<file path="src/rtl/prefetch_data_queue.sv">
// Prefetch data queue: circular buffer of prefetch slots. Allocates prefetch
// addresses, issues them to memory in order, collects fills, and answers
// demand lookups with hit/data, popping everything up to the matched slot.
//
// Memory request handshake: memReqValid/memReqAddr/memReqTag describe slot[iss]
// and stay stable while memReqValid && !memReqReady; a request transfers on a
// rising edge where both memReqValid and memReqReady are 1. Responses have no
// ready and are always accepted, even while en=0.
module prefetch_data_queue #(
    parameter int ADDR_BITS       = 64,
    parameter int DATA_BITS       = 64,
    parameter int QUEUE_DEPTH     = 8,
    parameter int LOG_QUEUE_DEPTH = 3,
    parameter int ALMOST_FULL_TH  = 6
) (
    input  logic                       clk,
    input  logic                       resetN,
    input  logic                       en,
    input  logic                       flushN,
    input  logic                       pfAddrValid,
    input  logic [ADDR_BITS-1:0]       pfAddr,
    output logic                       memReqValid,
    output logic [ADDR_BITS-1:0]       memReqAddr,
    output logic [LOG_QUEUE_DEPTH-1:0] memReqTag,
    input  logic                       memReqReady,
    input  logic                       memRespValid,
    input  logic [LOG_QUEUE_DEPTH-1:0] memRespTag,
    input  logic [DATA_BITS-1:0]       memRespData,
    input  logic                       inAddrReqValid,
    input  logic [ADDR_BITS-1:0]       inAddrReq,
    output logic                       addrReqHit,
    output logic                       hitDataValid,
    output logic [DATA_BITS-1:0]       hitData,
    output logic                       almostFull,
    output logic                       full,
    output logic                       empty,
    output logic [LOG_QUEUE_DEPTH:0]   outstandingReqCnt,
    // Per-slot state (3 bits per slot, slot 0 in the LSBs) and pointers.
    output logic [3*QUEUE_DEPTH-1:0]   dbg_slot_state,
    output logic [LOG_QUEUE_DEPTH-1:0] dbg_head,
    output logic [LOG_QUEUE_DEPTH-1:0] dbg_tail,
    output logic [LOG_QUEUE_DEPTH-1:0] dbg_iss
);

    typedef enum logic [2:0] {
        SLOT_EMPTY    = 3'd0,
        SLOT_PENDING  = 3'd1,
        SLOT_INFLIGHT = 3'd2,
        SLOT_VALID    = 3'd3,
        SLOT_ORPHAN   = 3'd4
    } slot_state_t;

    typedef logic [LOG_QUEUE_DEPTH-1:0] ptr_t;
    localparam int CNT_BITS = LOG_QUEUE_DEPTH + 1;
    localparam ptr_t PTR_ONE = ptr_t'(1);
    localparam logic [CNT_BITS-1:0] CNT_ONE = CNT_BITS'(1);
    localparam logic [CNT_BITS-1:0] AF_TH = CNT_BITS'(ALMOST_FULL_TH);

    slot_state_t          state_q [QUEUE_DEPTH];
    slot_state_t          state_n [QUEUE_DEPTH];
    logic [ADDR_BITS-1:0] addr_q  [QUEUE_DEPTH];
    logic [DATA_BITS-1:0] data_q  [QUEUE_DEPTH];

    ptr_t head_q, tail_q, iss_q;
    ptr_t head_n, tail_n, iss_n;
    ptr_t iss_off;

    logic                almost_full_q, full_q, empty_q;
    logic [CNT_BITS-1:0] out_cnt_q;
    logic                almost_full_n, full_n, empty_n;
    logic [CNT_BITS-1:0] occ_n, out_cnt_n;

    logic match_found;
    ptr_t match_off;
    ptr_t match_idx;

    logic push_fire, issue_fire, pop_fire, flush_now, fill_ok;

    // Lookup scan from head outward; scanning backwards lets the nearest-head match win.
    always_comb begin
        match_found = 1'b0;
        match_off   = '0;
        match_idx   = '0;
        for (int i = QUEUE_DEPTH - 1; i >= 0; i--) begin
            if (state_q[head_q + ptr_t'(i)] != SLOT_EMPTY &&
                state_q[head_q + ptr_t'(i)] != SLOT_ORPHAN &&
                addr_q[head_q + ptr_t'(i)] == inAddrReq) begin
                match_found = 1'b1;
                match_off   = ptr_t'(i);
                match_idx   = head_q + ptr_t'(i);
            end
        end
    end

    // Output decode: lookup result, memory request and registered status flags.
    always_comb begin
        addrReqHit        = en && inAddrReqValid && match_found;
        hitDataValid      = addrReqHit && (state_q[match_idx] == SLOT_VALID);
        hitData           = hitDataValid ? data_q[match_idx] : '0;
        memReqValid       = en && flushN && (state_q[iss_q] == SLOT_PENDING);
        memReqAddr        = memReqValid ? addr_q[iss_q] : '0;
        memReqTag         = iss_q;
        almostFull        = almost_full_q;
        full              = full_q;
        empty             = empty_q;
        outstandingReqCnt = out_cnt_q;
        dbg_head          = head_q;
        dbg_tail          = tail_q;
        dbg_iss           = iss_q;
        for (int i = 0; i < QUEUE_DEPTH; i++) begin
            dbg_slot_state[3*i +: 3] = state_q[i];
        end
    end

    // Events that can change the queue this cycle.
    always_comb begin
        flush_now  = en && !flushN;
        push_fire  = pfAddrValid && en && flushN && !full_q;
        issue_fire = memReqValid && memReqReady;
        pop_fire   = hitDataValid && flushN;
        fill_ok    = memRespValid && (state_q[memRespTag] == SLOT_INFLIGHT);
    end

    // Next slot states and pointers. Fill is applied first so that a fill
    // landing together with a flush or pop on the same slot ends up EMPTY.
    always_comb begin
        for (int i = 0; i < QUEUE_DEPTH; i++) begin
            state_n[i] = state_q[i];
        end
        head_n  = head_q;
        tail_n  = tail_q;
        iss_n   = iss_q;
        iss_off = '0;

        if (memRespValid) begin
            case (state_q[memRespTag])
                SLOT_INFLIGHT: state_n[memRespTag] = SLOT_VALID;
                SLOT_ORPHAN:   state_n[memRespTag] = SLOT_EMPTY;
                default:       ;
            endcase
        end

        if (flush_now) begin
            for (int i = 0; i < QUEUE_DEPTH; i++) begin
                case (state_n[i])
                    SLOT_PENDING, SLOT_VALID: state_n[i] = SLOT_EMPTY;
                    SLOT_INFLIGHT:            state_n[i] = SLOT_ORPHAN;
                    default:                  ;
                endcase
            end
            head_n = tail_q;
            iss_n  = tail_q;
        end else begin
            if (issue_fire) begin
                state_n[iss_q] = SLOT_INFLIGHT;
                iss_n          = iss_q + PTR_ONE;
            end
            if (push_fire) begin
                state_n[tail_q] = SLOT_PENDING;
                tail_n          = tail_q + PTR_ONE;
            end
            if (pop_fire) begin
                // Discard head..match; requests already out become orphans.
                for (int i = 0; i < QUEUE_DEPTH; i++) begin
                    if (ptr_t'(i) <= match_off) begin
                        case (state_n[head_q + ptr_t'(i)])
                            SLOT_PENDING, SLOT_VALID: state_n[head_q + ptr_t'(i)] = SLOT_EMPTY;
                            SLOT_INFLIGHT:            state_n[head_q + ptr_t'(i)] = SLOT_ORPHAN;
                            default:                  ;
                        endcase
                    end
                end
                head_n  = match_idx + PTR_ONE;
                // iss == tail means nothing left to issue; it must not be dragged past tail.
                iss_off = iss_n - head_q;
                if (iss_n != tail_q && iss_off <= match_off) begin
                    iss_n = match_idx + PTR_ONE;
                end
            end
        end
    end

    // Status flags derived from next state so they settle one cycle after an event.
    always_comb begin
        occ_n     = '0;
        out_cnt_n = '0;
        for (int i = 0; i < QUEUE_DEPTH; i++) begin
            if (state_n[i] != SLOT_EMPTY) begin
                occ_n = occ_n + CNT_ONE;
            end
            if (state_n[i] == SLOT_INFLIGHT || state_n[i] == SLOT_ORPHAN) begin
                out_cnt_n = out_cnt_n + CNT_ONE;
            end
        end
        almost_full_n = (occ_n >= AF_TH);
        empty_n       = (occ_n == '0);
        full_n        = (state_n[tail_n] != SLOT_EMPTY);
    end

    // Control state register: slot states, pointers, status flags.
    always_ff @(posedge clk or negedge resetN) begin
        if (!resetN) begin
            for (int i = 0; i < QUEUE_DEPTH; i++) begin
                state_q[i] <= SLOT_EMPTY;
            end
            head_q        <= '0;
            tail_q        <= '0;
            iss_q         <= '0;
            almost_full_q <= 1'b0;
            full_q        <= 1'b0;
            empty_q       <= 1'b1;
            out_cnt_q     <= '0;
        end else begin
            for (int i = 0; i < QUEUE_DEPTH; i++) begin
                state_q[i] <= state_n[i];
            end
            head_q        <= head_n;
            tail_q        <= tail_n;
            iss_q         <= iss_n;
            almost_full_q <= almost_full_n;
            full_q        <= full_n;
            empty_q       <= empty_n;
            out_cnt_q     <= out_cnt_n;
        end
    end

    // Payload storage; only read when the slot state says it is meaningful.
    always_ff @(posedge clk) begin
        if (push_fire && !flush_now) begin
            addr_q[tail_q] <= pfAddr;
        end
        if (fill_ok) begin
            data_q[memRespTag] <= memRespData;
        end
    end

endmodule

</file>
<file path="config.mk">
export PLATFORM = sky130hd
export DESIGN_NAME = prefetch_data_queue
export DESIGN_NICKNAME = d
export VERILOG_FILES = /design/src/rtl/prefetch_data_queue.sv
export SDC_FILE = /design/constraint.sdc
export NUM_CORES = 2
export LEC_CHECK = 0
export CAP_MARGIN = 5
export CORE_MARGIN = 1.5
export CORE_UTILIZATION = 45
export DETAILED_ROUTE_END_ITERATION = 7
export SETUP_SLACK_MARGIN = 0.02
export SYNTH_ARGS = -nofsm -noshare
export SYNTH_HDL_FRONTEND = slang
export SYNTH_SLANG_ARGS = --single-unit
</file>
<file path="constraint.sdc">
create_clock -name clk -period 12.6 [get_ports clk]
set_input_delay 2.52 -clock clk [delete_from_list [all_inputs] [get_ports clk]]
set_output_delay 2.52 -clock clk [all_outputs]
set_load 0.02 [all_outputs]
</file>
; Word-level counts from Yosys, hierarchy flattened
; Memories as Yosys holds them, arrays and structs flattened.
; Index checks and enable logic that the tools add are counted.
[classes]
eq_ne = 85
n_reduce_logical = 87
n_mux = 183
bitwise_logic = 64
magnitude_cmp = 34
n_addsub = 25
[op_table]
columns = cell, n
row1 = 24-bit two-way mux, 29
row2 = 64-bit == test, 8
row3 = 24-bit case mux with 2 select lines, 9
row4 = 3-bit two-way mux, 76
row5 = 24-bit bitwise AND, 9
row6 = 24-bit inverter, 9
row7 = 3-bit binary-select mux with 3-bit select, 20
row8 = 16-bit bitwise AND, 10
row9 = 16-bit inverter, 10
row10 = 64-bit two-way mux, 2
row11 = "3-bit by 2-bit == test with 1-bit output, second input constant", 42
row12 = 3-bit demux with 3-bit select, 11
row13 = 8-bit bitwise OR, 10
row14 = "4-bit by 1-bit adder with 4-bit output, second input constant", 14
row15 = 4-bit two-way mux, 14
row16 = "4-bit >= comparator, second input constant", 13
row17 = 3-bit inverter with 4-bit output, 13
row18 = "3-bit by 1-bit == test with 1-bit output, second input constant", 17
row19 = 3-bit nonzero test, 17
row20 = 3-bit case mux with 2 select lines, 8
row21 = "4-bit by 1-bit less-than comparator with 1-bit output, second input constant", 11
row22 = 1-bit logical AND, 41
row23 = 2-bit OR reduction, 16
row24 = "3-bit == test, second input constant", 9
row25 = other kinds (19), 60
[word_totals]
out_inout_bits = 174
register_bits = 40
mem_bits_rw = 1024
word_cells = 495
n_memories = 2
[mem_list]
columns = memory, depth, width, rd, rd_ports_with_merged_regs, wr, line_no
row1 = addr_q, 8, 64, 9, 0, 1, 61  ; logic [ADDR_BITS-1:0] addr_q [QUEUE_DEPTH];
row2 = data_q, 8, 64, 1, 0, 1, 62  ; logic [DATA_BITS-1:0] data_q [QUEUE_DEPTH];

; Longest topological paths before layout
[logic_depth]
depth_word = 105
mapped_depth = 63

; Least setup slack after synthesis
; No wires, ideal clock.
[synth_timing]
path_type = input to register
start = input memRespTag[0]
end = register almost_full_q (netlist: almostFull)
setup_slack_ns = -2.974
cell_stages = 48
arrival_time_ns = 15.450
path_cell_list = buf_6 -> mux2_4 -> o22a_4 -> and2_1 -> buf_2 -> nor4_2 -> o311a_1 -> or3_1 -> and3_1 -> buf_2 -> a32oi_1 -> a32o_1 -> a21o_2 -> or4_4 -> a21oi_1 -> o22ai_1 -> a211oi_2 -> o21ai_1 -> [12 not listed] -> xor2_1 -> ha_1 -> mux2i_1 -> inv_1 -> ha_1 -> inv_1 -> mux2_2 -> inv_1 -> ha_1 -> nand2_1 -> o21ai_0 -> ha_1 -> o21a_1 -> ha_1 -> xor3_1 -> nand2_1 -> or3b_1 -> mux2_2
[synth_lines]
columns = item, line_no
row1 = start: declaration, 27  ; input logic [LOG_QUEUE_DEPTH-1:0] memRespTag,
row2 = end signal: assignment, 220  ; almost_full_q <= almost_full_n;
row3 = end: declaration, 68  ; logic almost_full_q, full_q, empty_q;

; Worst setup path in the final report
[layout_timing]
start = register head_q[0] (netlist: dbg_head[0])
end = output hitData[53]
[layout_between]
elab_chain_cells = 23
word_cells_on_any_way = 105
classes_between = add/sub: 7 / eq/ne: 17 / mux: 44 / bitwise: 9 / reduce/logical: 26 / memory: 2
[layout_lines]
columns = item, line_no
row1 = start: declaration, 64  ; ptr_t head_q, tail_q, iss_q;
row2 = start signal: assignment, 217  ; head_q <= head_n;
row3 = 3-bit adder, --
row4 = 3-bit inverter with 4-bit output (implied by the code), "85, 86"
row5 = 3-bit binary-select mux with 3-bit select, "85, 86"
row6 = 3-bit two-way mux (implied by the code) (2 in series), "85, 86"
row7 = 3-bit inequality test or 3-bit nonzero test (tied branches), "86, 85"
row8 = 1-bit logical AND, 85  ; if (state_q[head_q + ptr_t'(i)] != SLOT_EMPTY &&
row9 = 1-bit logical AND, 86  ; state_q[head_q + ptr_t'(i)] != SLOT_ORPHAN &&
row10 = 3-bit two-way mux (8 in series), 85
row11 = 3-bit inverter with 4-bit output (implied by the code), 98  ; hitDataValid = addrReqHit && (state_q[match_idx] == SLOT_VALID);
row12 = 3-bit binary-select mux with 3-bit select, 98
row13 = 3-bit two-way mux (implied by the code) (2 in series), 98
row14 = 3-bit by 2-bit == test with 1-bit output, 98
row15 = 1-bit logical AND, 98
row16 = 64-bit two-way mux (*), 99  ; hitData = hitDataValid ? data_q[match_idx] : '0;
row17 = end: declaration, 33  ; output logic [DATA_BITS-1:0] hitData,
; Mark *: on every way between the ends. The rest lies on a longest branch, timed or not. The select of a mux whose other input is x is not followed.

==> impl_metrics.json <==
{
  "status": "finished clean",
  "wire_per_inst_um": 38.4,
  "regArea_mm2": 0.0318,
  "synth_area_leaders": "edfxtp_1, mux4_2, mux2i_1",
  "p_per_area_mw_per_mm2": 264,
  "start_kind": "register",
  "tns_ns": 0,
  "cp-end-kind": "output pin",
  "grt_pass1_vias": 58600,
  "crit_arrival_ns": 9.72,
  "clockBufferDepth": 3,
  "max_freq_ghz": 0.0817,
  "tritoncts": "done",
  "drt_wl_total_um": 352000,
  "dp_hpwl_um": 264000,
  "cts-hold-fix-buffers": 0,
  "highest_layer": "met5",
  "worst_pin_slew_ns": 1.33,
  "cp_max_fo": 140,
  "rows": 151,
  "fin_area_mm2": 0.0928,
  "die_w_um": 417,
  "yosys.area.top_type": "edfxtp_1",
  "fin_crit_sh_pct": 97.2,
  "gp_congestion": 1.10,
  "nFillCells": 14200,
  "synth_cell_types": 146,
  "worstPathRequired_ns": 10.08,
  "drtPass1Iterations": 6,
  "clk_latency_ns": 0.82,
  "grt_first_pass_wirelength_um": 481000,
  "power.total_w": 0.0245,
  "setup_slack_ns": 0.356,
  "peakVddDrop_mv": 0.377,
  "skew_ns": 0.0346,
  "setup_viol": 0,
  "synthArstFlopShare_pct": 3.76,
  "io_buffers": 376,
  "period_needed_ns": 12.24,
  "finalMaxSlewViolations": 0,
  "p_leak_nw": 32.1,
  "clock-sinks": 1064,
  "initial_core_util_pct": 45.4,
  "coreArea_mm2": 0.170,
  "cts_buffers": 116,
  "grt_max_degree": 141,
  "htreeDepth": 3,
  "dpl_cell_area_mm2": 0.0888,
  "finalHoldViolations": 0,
  "fin_util_pct": 54.6,
  "antenna_found_initial": 29,
  "track_usage_pct": 39.7,
  "synth_edf_count": 1024,
  "drv_cap": 0,
  "slew_headroom_pct": 10.4,
  "ant_nets": 0,
  "synthFlopType": "edfxtp_1",
  "overflow": 0,
  "yosys_warnings": 0,
  "syn_area_mm2": 0.0771,
  "die_area_mm2": 0.174,
  "wl_met3_um": 40000,
  "path_class": "register to output pin",
  "seq_area_frac_synth_pct": 41.2,
  "syn-num-nets": 6146,
  "met2_length_um": 151000,
  "drive_above_1_share_pct": 28.3,
  "hold_path.class": "register to register",
  "wl_met1_um": 145000,
  "via_per_inst": 6.85,
  "drt_iter0_markers": 9150,
  "ios": 377,
  "path_clk_slew_ns": 0.06,
  "synthCells": 5915,
  "drc": 0,
  "area_delta_synth_final_pct": 20.4,
  "via_count": 62700,
  "rsz0062_at_grt": "no",
  "cts_setup_buffers": 0,
  "die_height_um": 417,
  "synth_top_area_share_pct": 39.9,
  "multi_input_area_mm2": 0.0428,
  "avgSynthCellArea_um2": 13.0,
  "place_ws_ns": -0.272,
  "cts-resized-gates": 0,
  "ys_ff_latch": 1064,
  "finalNetCount": 7067,
  "cts-root-buf": "clkbuf_16"
}
-- cells by family (layout without fill, tap and decap cells) --
family          after synthesis  count (layout)  synth area share, %
compound gates              824             824                 7.85
xor+xnor                    512             512                 5.97
fa+ha+maj                    28              28                0.464
buf+inv                     566            1586                 3.77
flops                      1064            1064                 41.2
mux                        1702            1702                 32.6
other cells                   0              11                    0
simple gates               1219            1219                 8.13
-- synth_stat cells (68+ instances only) --
master	count
a21oi_1	173
edfxtp_1	1024
clkbuf_1	165
inv_1	77
o21ai_0	89
mux2i_1	993
xnor2_1	416
buf_1	100
nor3_1	86
nand3_1	103
buf_4	68
buf_2	101
xor2_1	87
nor2_1	315
nor4_1	93
nand2_1	259
a211oi_1	99
and2_1	96
mux4_2	638
-- critical path: stages (launching register included) --
cell and delay [ns]:
dfrtp_4 0.70, inv_4 0.09, ha_4 0.57, buf_12 0.28, mux4_2 0.59, xnor2_1 0.68, a31oi_1 0.27, a211oi_1 0.37
nand4_1 0.23, buf_4 0.20, nor4b_1 0.41, buf_4 0.20, and4_1 0.32, buf_4 0.17, buf_4 0.10, a221oi_1 0.07
buf_4 0.20, o31ai_4 0.09, buf_4 0.23, buf_12 0.49, buf_12 0.79, mux2i_1 0.20, and2_1 0.21, a211oi_1 0.29
a21oi_1 0.11, nor2_1 0.13, clkdlybuf4s50_1 0.62
-- layer usage --
| metal | vias to the layer above | GRT usage [%] |
|---|---|---|
| met2 | 3988 | 57.7 |
| met3 | 694 | 10.6 |
| met4 | 26 | 14.4 |
| met5 | - | 0.111 |
| met1 | 32500 | 56.9 |
| li1 | 25600 | - |
-- flip-flops by register name, summed over array words and instances (netlist names), 3 cells and up --
name / flops
data_q: 512
outstandingReqCnt: 4
dbg_iss: 3
dbg_slot_state: 24
dbg_head: 3
dbg_tail: 3
addr_q: 512
-- path summary, 6_finish.rpt --
path	depth (start not counted)	end	slack, ns	start
max in group asynchronous	2	dbg_iss[2]	10.30	resetN
min in group asynchronous	2	outstandingReqCnt[0]	1.81	resetN
worst min-delay path	2	dbg_slot_state[18]	0.71	dbg_slot_state[20]
worst max register to register	48	almostFull	0.61	dbg_head[0]
worst max-delay path	26	hitData[53]	0.36	dbg_head[0]
worst min register to register	2	dbg_slot_state[18]	0.71	dbg_slot_state[20]
-- metrics by stage --
step	hold slack, ns	std cells
after CTS	0.705	9153
after detailed placement	0.699	8936
after global routing	0.742	9156
after floorplan	0.722	5915
final	0.714	9164
after global placement	0.704	8936
-- final cells by class --
cell class	count	share of cell area, %
repair buffers	1286	11.9
clock inverters	83	1.06
flip-flops and latches	1064	34.2
multi-input cells	4285	46.1
inverters	83	0.355
diodes	11	0.0297
clock buffers	134	3.24
well taps	2218	2.99
-- cell usage in the layout (no fill, tap or decap), drive strengths merged, types with 14 or more instances in the layout --
cell           instances
a2111oi               41
a211oi               107
a21oi                175
a221oi                26
a22oi                 19
a31oi                 49
and2                  99
and3                  17
buf                  918
bufinv                15
clkbuf               134
clkdlybuf4s50        368
clkinv                63
dfrtp                 39
edfxtp              1024
ha                    27
inv                   80
mux2                  68
mux2i                993
mux4                 641
nand2                261
nand2b                25
nand3                105
nand3b                14
nand4                 53
nor2                 320
nor2b                 18
nor3                  90
nor3b                 16
nor4                 100
o2111ai               16
o211ai                45
o21ai                 94
o22ai                 49
o31ai                 17
o32ai                 20
or2                   23
or3                   20
xnor2                419
xor2                  89
-- power by group --
| group | leakage (nW) | switching [W] | internal [W] |
|---|---|---|---|
| Sequential | 9.70 | 0.000209 | 0.00397 |
| Clock | 1.92 | 0.00152 | 0.00203 |
| Combinational | 20.4 | 0.00979 | 0.00696 |
(Power assumes the default switching activity.)
